[src/rtl/div_unit.sv]
// -----------------------------------------------------------------------------
// div_unit
//   Multi-cycle integer divider serving DIV (signed) and DIVU (unsigned) from
//   the EX stage. Radix-2 restoring division, one quotient bit per clock,
//   MSB first. Signed operands are divided as magnitudes, and the signs are
//   applied to the quotient and remainder at the end.
//
//   Handshake: EX raises start_i with the operands and holds it until it sees
//   ready_o. The result is held while start_i stays high. Dropping start_i
//   returns the unit to idle. annul_i aborts any in-flight or completed
//   division.
//
// Ports
//   clk           in   1        clock, rising edge
//   rst           in   1        asynchronous, active-low reset
//   signed_div_i  in   1        1: two's-complement divide, 0: unsigned
//   opdata1_i     in   WIDTH    dividend, sampled only when leaving FREE
//   opdata2_i     in   WIDTH    divisor, sampled only when leaving FREE
//   start_i       in   1        request, held high until ready_o
//   annul_i       in   1        abort current/pending division
//   result_o      out  2*WIDTH  {remainder, quotient}, valid while ready_o=1
//   ready_o       out  1        result valid (registered)
// -----------------------------------------------------------------------------
module div_unit #(
  parameter int WIDTH = 32
) (
  input  logic               clk,
  input  logic               rst,
  input  logic               signed_div_i,
  input  logic [WIDTH-1:0]   opdata1_i,
  input  logic [WIDTH-1:0]   opdata2_i,
  input  logic               start_i,
  input  logic               annul_i,
  output logic [2*WIDTH-1:0] result_o,
  output logic               ready_o
);

  localparam int CNT_W = $clog2(WIDTH + 1);

  typedef enum logic [1:0] {
    S_FREE    = 2'd0,
    S_BY_ZERO = 2'd1,
    S_ON      = 2'd2,
    S_END     = 2'd3
  } state_t;

  state_t             r_state;
  state_t             w_next;

  // Iteration state. r_quot starts out holding |dividend|. Each step shifts
  // one dividend bit out of the top and one quotient bit in at the bottom,
  // so after WIDTH steps it holds only the quotient.
  logic [CNT_W-1:0]   r_cnt;
  logic [WIDTH-1:0]   r_quot;
  logic [WIDTH-1:0]   r_rem;
  logic [WIDTH-1:0]   r_divisor;
  logic               r_neg_quot;
  logic               r_neg_rem;

  logic [2*WIDTH-1:0] r_result;
  logic               r_ready;

  // ---------------------------------------------------------------------------
  // Operand capture: magnitudes and result signs
  // ---------------------------------------------------------------------------
  logic               w_op1_neg;
  logic               w_op2_neg;
  logic [WIDTH-1:0]   w_abs_op1;
  logic [WIDTH-1:0]   w_abs_op2;
  logic               w_launch;
  logic               w_div_zero;

  assign w_op1_neg  = signed_div_i & opdata1_i[WIDTH-1];
  assign w_op2_neg  = signed_div_i & opdata2_i[WIDTH-1];
  // The most negative value maps to itself, and as an unsigned magnitude that
  // is the correct |x|.
  assign w_abs_op1  = w_op1_neg ? (-opdata1_i) : opdata1_i;
  assign w_abs_op2  = w_op2_neg ? (-opdata2_i) : opdata2_i;
  assign w_launch   = start_i & ~annul_i;
  assign w_div_zero = (opdata2_i == '0);

  // ---------------------------------------------------------------------------
  // One restoring step
  // ---------------------------------------------------------------------------
  logic [WIDTH:0]     w_shift;
  logic [WIDTH+1:0]   w_diff;
  logic               w_borrow;
  logic               w_iter_done;

  // The partial remainder is always below the divisor. After shifting it can
  // need WIDTH+1 bits, so the trial subtraction gets one more guard bit. That
  // top bit is the borrow.
  assign w_shift     = {r_rem, r_quot[WIDTH-1]};
  assign w_diff      = {1'b0, w_shift} - {2'b00, r_divisor};
  assign w_borrow    = w_diff[WIDTH+1];
  assign w_iter_done = (r_cnt == CNT_W'(WIDTH));

  // ---------------------------------------------------------------------------
  // Sign fixup applied on the final edge
  // ---------------------------------------------------------------------------
  logic [WIDTH-1:0]   w_quot_fix;
  logic [WIDTH-1:0]   w_rem_fix;

  assign w_quot_fix = r_neg_quot ? (-r_quot) : r_quot;
  assign w_rem_fix  = r_neg_rem  ? (-r_rem)  : r_rem;

  // ---------------------------------------------------------------------------
  // Next-state logic
  // ---------------------------------------------------------------------------
  // NOTE: w_next gets its default before the case statement. Every path then
  // assigns it, so no latch is inferred.
  always_comb begin
    w_next = r_state;
    case (r_state)
      S_FREE: begin
        if (w_launch) begin
          w_next = w_div_zero ? S_BY_ZERO : S_ON;
        end
      end
      S_BY_ZERO: begin
        w_next = annul_i ? S_FREE : S_END;
      end
      S_ON: begin
        if (annul_i) begin
          w_next = S_FREE;
        end else if (w_iter_done) begin
          w_next = S_END;
        end
      end
      S_END: begin
        if (annul_i || !start_i) begin
          w_next = S_FREE;
        end
      end
      default: w_next = S_FREE;
    endcase
  end

  // ---------------------------------------------------------------------------
  // State register and datapath
  // ---------------------------------------------------------------------------
  // NOTE: all state uses non-blocking assignments. Every register then reads
  // its pre-edge value, regardless of the statement order.
  always_ff @(posedge clk or negedge rst) begin
    if (!rst) begin
      r_state    <= S_FREE;
      r_cnt      <= '0;
      r_quot     <= '0;
      r_rem      <= '0;
      r_divisor  <= '0;
      r_neg_quot <= 1'b0;
      r_neg_rem  <= 1'b0;
      r_result   <= '0;
      r_ready    <= 1'b0;
    end else begin
      r_state <= w_next;
      case (r_state)
        S_FREE: begin
          r_ready  <= 1'b0;
          r_result <= '0;
          if (w_launch && !w_div_zero) begin
            r_quot     <= w_abs_op1;
            r_divisor  <= w_abs_op2;
            r_rem      <= '0;
            r_cnt      <= '0;
            r_neg_quot <= w_op1_neg ^ w_op2_neg;
            r_neg_rem  <= w_op1_neg;
          end
        end

        S_BY_ZERO: begin
          // A zero divisor produces an all-zero result and no exception.
          r_result <= '0;
          r_ready  <= ~annul_i;
        end

        S_ON: begin
          if (annul_i) begin
            r_ready  <= 1'b0;
            r_result <= '0;
          end else if (w_iter_done) begin
            r_result <= {w_rem_fix, w_quot_fix};
            r_ready  <= 1'b1;
          end else begin
            // Without a borrow the trial difference fits in WIDTH bits. With a
            // borrow the shifted remainder is below the divisor, so it also
            // fits.
            r_rem  <= w_borrow ? w_shift[WIDTH-1:0] : w_diff[WIDTH-1:0];
            r_quot <= {r_quot[WIDTH-2:0], ~w_borrow};
            r_cnt  <= r_cnt + CNT_W'(1);
          end
        end

        S_END: begin
          if (annul_i || !start_i) begin
            r_ready  <= 1'b0;
            r_result <= '0;
          end
        end

        default: begin
          r_ready  <= 1'b0;
          r_result <= '0;
        end
      endcase
    end
  end

  assign result_o = r_result;
  assign ready_o  = r_ready;

endmodule

[config.mk]
export PLATFORM = sky130hd
export DESIGN_NAME = div_unit
export DESIGN_NICKNAME = d
export VERILOG_FILES = /design/src/rtl/div_unit.sv
export SDC_FILE = /design/constraint.sdc
export NUM_CORES = 1
export LEC_CHECK = 0
export BUFFER_PORTS_ARGS = -buffer_cell sky130_fd_sc_hd__buf_2
export CAP_MARGIN = 0
export CORE_MARGIN = 2
export CORE_UTILIZATION = 64
export DETAILED_ROUTE_END_ITERATION = 8
export GPL_ROUTABILITY_DRIVEN = 1
export PLACE_DENSITY = 0.87
export SLEW_MARGIN = 20
export SYNTH_ARGS = -nofsm -noshare
export SYNTH_HDL_FRONTEND = slang
export SYNTH_SLANG_ARGS = --single-unit
[constraint.sdc]
create_clock -name clk -period 7.93 [get_ports clk]
set_input_delay 0.3965 -clock clk [delete_from_list [all_inputs] [get_ports clk]]
set_output_delay 0.3965 -clock clk [all_outputs]
set_load 0.05 [all_outputs]
==> reports/qor.txt <==
DRC Markers: 0
Arr. time, crit path: 4.15 ns
worst-skew pair later-pin latency: 0.42 ns
Synth Register Bits: 171
buffer depth of the longest clock path: 2
DR pass1 iterations: 5
GRT Overall Usage: 29.45%
post-CTS resize count: 0
status: complete, no violations
first-pass GRT wire length: 43,460 um
Initial Util: 65.93%
Synth Flop Type: dfrtp_1
kind of critical path: flop to flop
period utilisation layout: 48.49%
core area: 0.01670 sq mm
Final Max Tran Viols: 0
post-CTS setup buffers: 0
CTS tree: built
top post-synthesis cells by area: dfrtp_1 (39%), o21ai_0 (7.4%), xor2_1 (7.1%)
leakage: 5.763 nW
maxcap violations: 0
vias in the first global route: 8,931
RSZ-0062 raised after global routing: false
CTS Sinks: 171
DR WL/cell: 16.10 um
post-synthesis sequential area ratio: 38.86%
Final Critical Period: 3.845 ns
crit end category: flop
async set or reset register ratio after synthesis: 100.0%
H-tree depth: 4
post-cts hold buffer count: 0
Die Wd: 135.2 um
Clock Pin Slew Worst Setup and Hold Paths: 0.06 ns
Final setup viols: 0
number of enable flip-flop cells after synthesis: 0
ANT nets after route: 0
row count: 47
hold_ws: 0.03438 ns
final wirelength: 26,190 um
hpwl dp: 19,380 um
# port buffers: 133
die area: 0.01827 sq mm
fillcell total: 1,278
worst relative slew slack: 32.06%
Via density: 6.043
PwrDens: 294.1 mW/mm^2
Netlist Area Pre-Place: 0.01101 sq mm
Area growth syn-to-layout: 11.92%
clock root cell: clkbuf_16
total CTS buffers: 17
placer congestion estimate: 0.9467
Unique masters post-synth: 52
Max Clock Skew: 0.01004 ns
DR vias: 9,832
cells after synthesis: 1,301
Yosys top cell by area: dfrtp_1
Max Fclk: 260.1 MHz
worst-path maximum fanout: 53
antenna violations before repair: 0
Worst EP required: 8.24 ns
commonest non-fill, non-tap cell in the layout: nand2_1
commonest non-fill, non-tap cells in the layout: nand2_1 (172), dfrtp_1 (171), o21ai_0 (162)
initial drt markers: 800
# diodes: 0
largest net degree at the start of global routing: 105
syn_area_per_cell: 8.463 sq um
Final Hold Fails: 0
maximum vdd ir drop: 0.4782 mV
worst min path class: input pin to async pin
layout cell share with drive strength beyond 1: 12.79%
Die Height: 135.2 um
Nets: 1,510
synthesized net count: 1,413
startpoint types: flop
post-synth top area share: 38.86%
Yosys Warn Count: 0
Top Ports: 134
Final TNS setup: 0 ns
Worst-Margin Slew: 1.019 ns
Congestion Overflow GR: 0
==> critical path, stage by stage, from the launching register on <==
cell       delay (ns)
dfrtp_1          0.45
ha_1             0.31
nor2b_1          0.16
o2111ai_1        0.16
a2111oi_0        0.58
buf_4            0.22
o21ai_0          0.14
a211oi_1         0.61
a211oi_4         0.11
buf_4            0.30
and2_0           0.33
a221o_1          0.34
==> cell families after synthesis <==
logic type / synth area share (%)
AOI/OAI and AO/OA: 22.36
xor gates and xnor gates: 11.61
adders and majority gates: 4.955
buffers and inverters: 3.989
DFF: 38.86
muxes: 0.7273
and+or+nand+nor: 17.49
==> final timing paths <==
check | startpoint | end | slack (ns) | cells past startpoint
max | r_rem[0] | r_rem[31] | 4.09 | 11
min | rst | result_o[8] | 0.03 | 1
max reg2reg | r_rem[0] | r_rem[31] | 4.09 | 11
min reg2reg | result_o[16] | result_o[16] | 0.47 | 2
max in group asynchronous | rst | r_rem[11] | 6.45 | 2
min in group clk | opdata2_i[31] | r_divisor[31] | 0.29 | 3
==> state kept, by name, indices dropped and copies added (netlist names) <==
name / cells
r_neg_quot: 1
ready_o: 1
r_divisor: 32
result_o: 64
r_rem: 32
r_cnt: 6
r_quot: 32
r_state: 2
r_neg_rem: 1
==> layer usage <==
metal	routed length [um]	GRT usage, %
met1	12370	45.81
met2	11210	42.95
met3	2072	3.853
met4	533	9.086
met5	0	0
==> report_power, final <==
| part | total, mW | switching [mW] | internal (mW) | leakage, nW |
|---|---|---|---|---|
| logic | 1.57 | 0.993 | 0.579 | 3.27 |
| clock network | 0.746 | 0.324 | 0.422 | 0.254 |
| registers | 1.31 | 0.232 | 1.08 | 2.24 |
==> synth_stat cells (all sizes together) (5+ instances only) <==
library cell,number
nand2,173
dfrtp,171
o21ai,167
a21oi,103
xor2,89
nor2,84
xnor2,57
inv,55
clkbuf,53
nor3,49
ha,42
a221o,32
o31ai,26
or3,20
nand3,17
nand2b,16
a22o,15
a21o,12
nor2b,12
nor4,12
or4,11
o41ai,10
buf,9
mux2i,8
and2,6
a22oi,5
a31oi,5
nand4,5
==> per-stage QoR <==
stage / power [mW] / area (sq um) / utilization (%) / instances / setup WS, ns
after CTS: 3.615 / 12320 / 73.74 / 1627 / 4.109
after global routing: 3.880 / 12320 / 73.79 / 1627 / 3.783
final: 3.625 / 12320 / 73.79 / 1627 / 4.085
after floorplan: 2.485 / 11010 / - / 1301 / 4.607
after detailed placement: 2.863 / 11810 / 70.69 / 1599 / 4.012
after global placement: 2.799 / 11810 / 70.69 / 1599 / 4.172
==> final cells by class <==
class	instances	area, sq um	area share, %
multi-input cells	1013	6329	51.36
repair buffers	140	724.4	5.879
flip-flops and latches	171	4279	34.72
well taps	220	275.3	2.234
clock inverters	9	76.32	0.6194
clock buffers	19	432.9	3.513
inverters	55	206.4	1.675
Note: power is estimated with default switching activity, not from simulation.
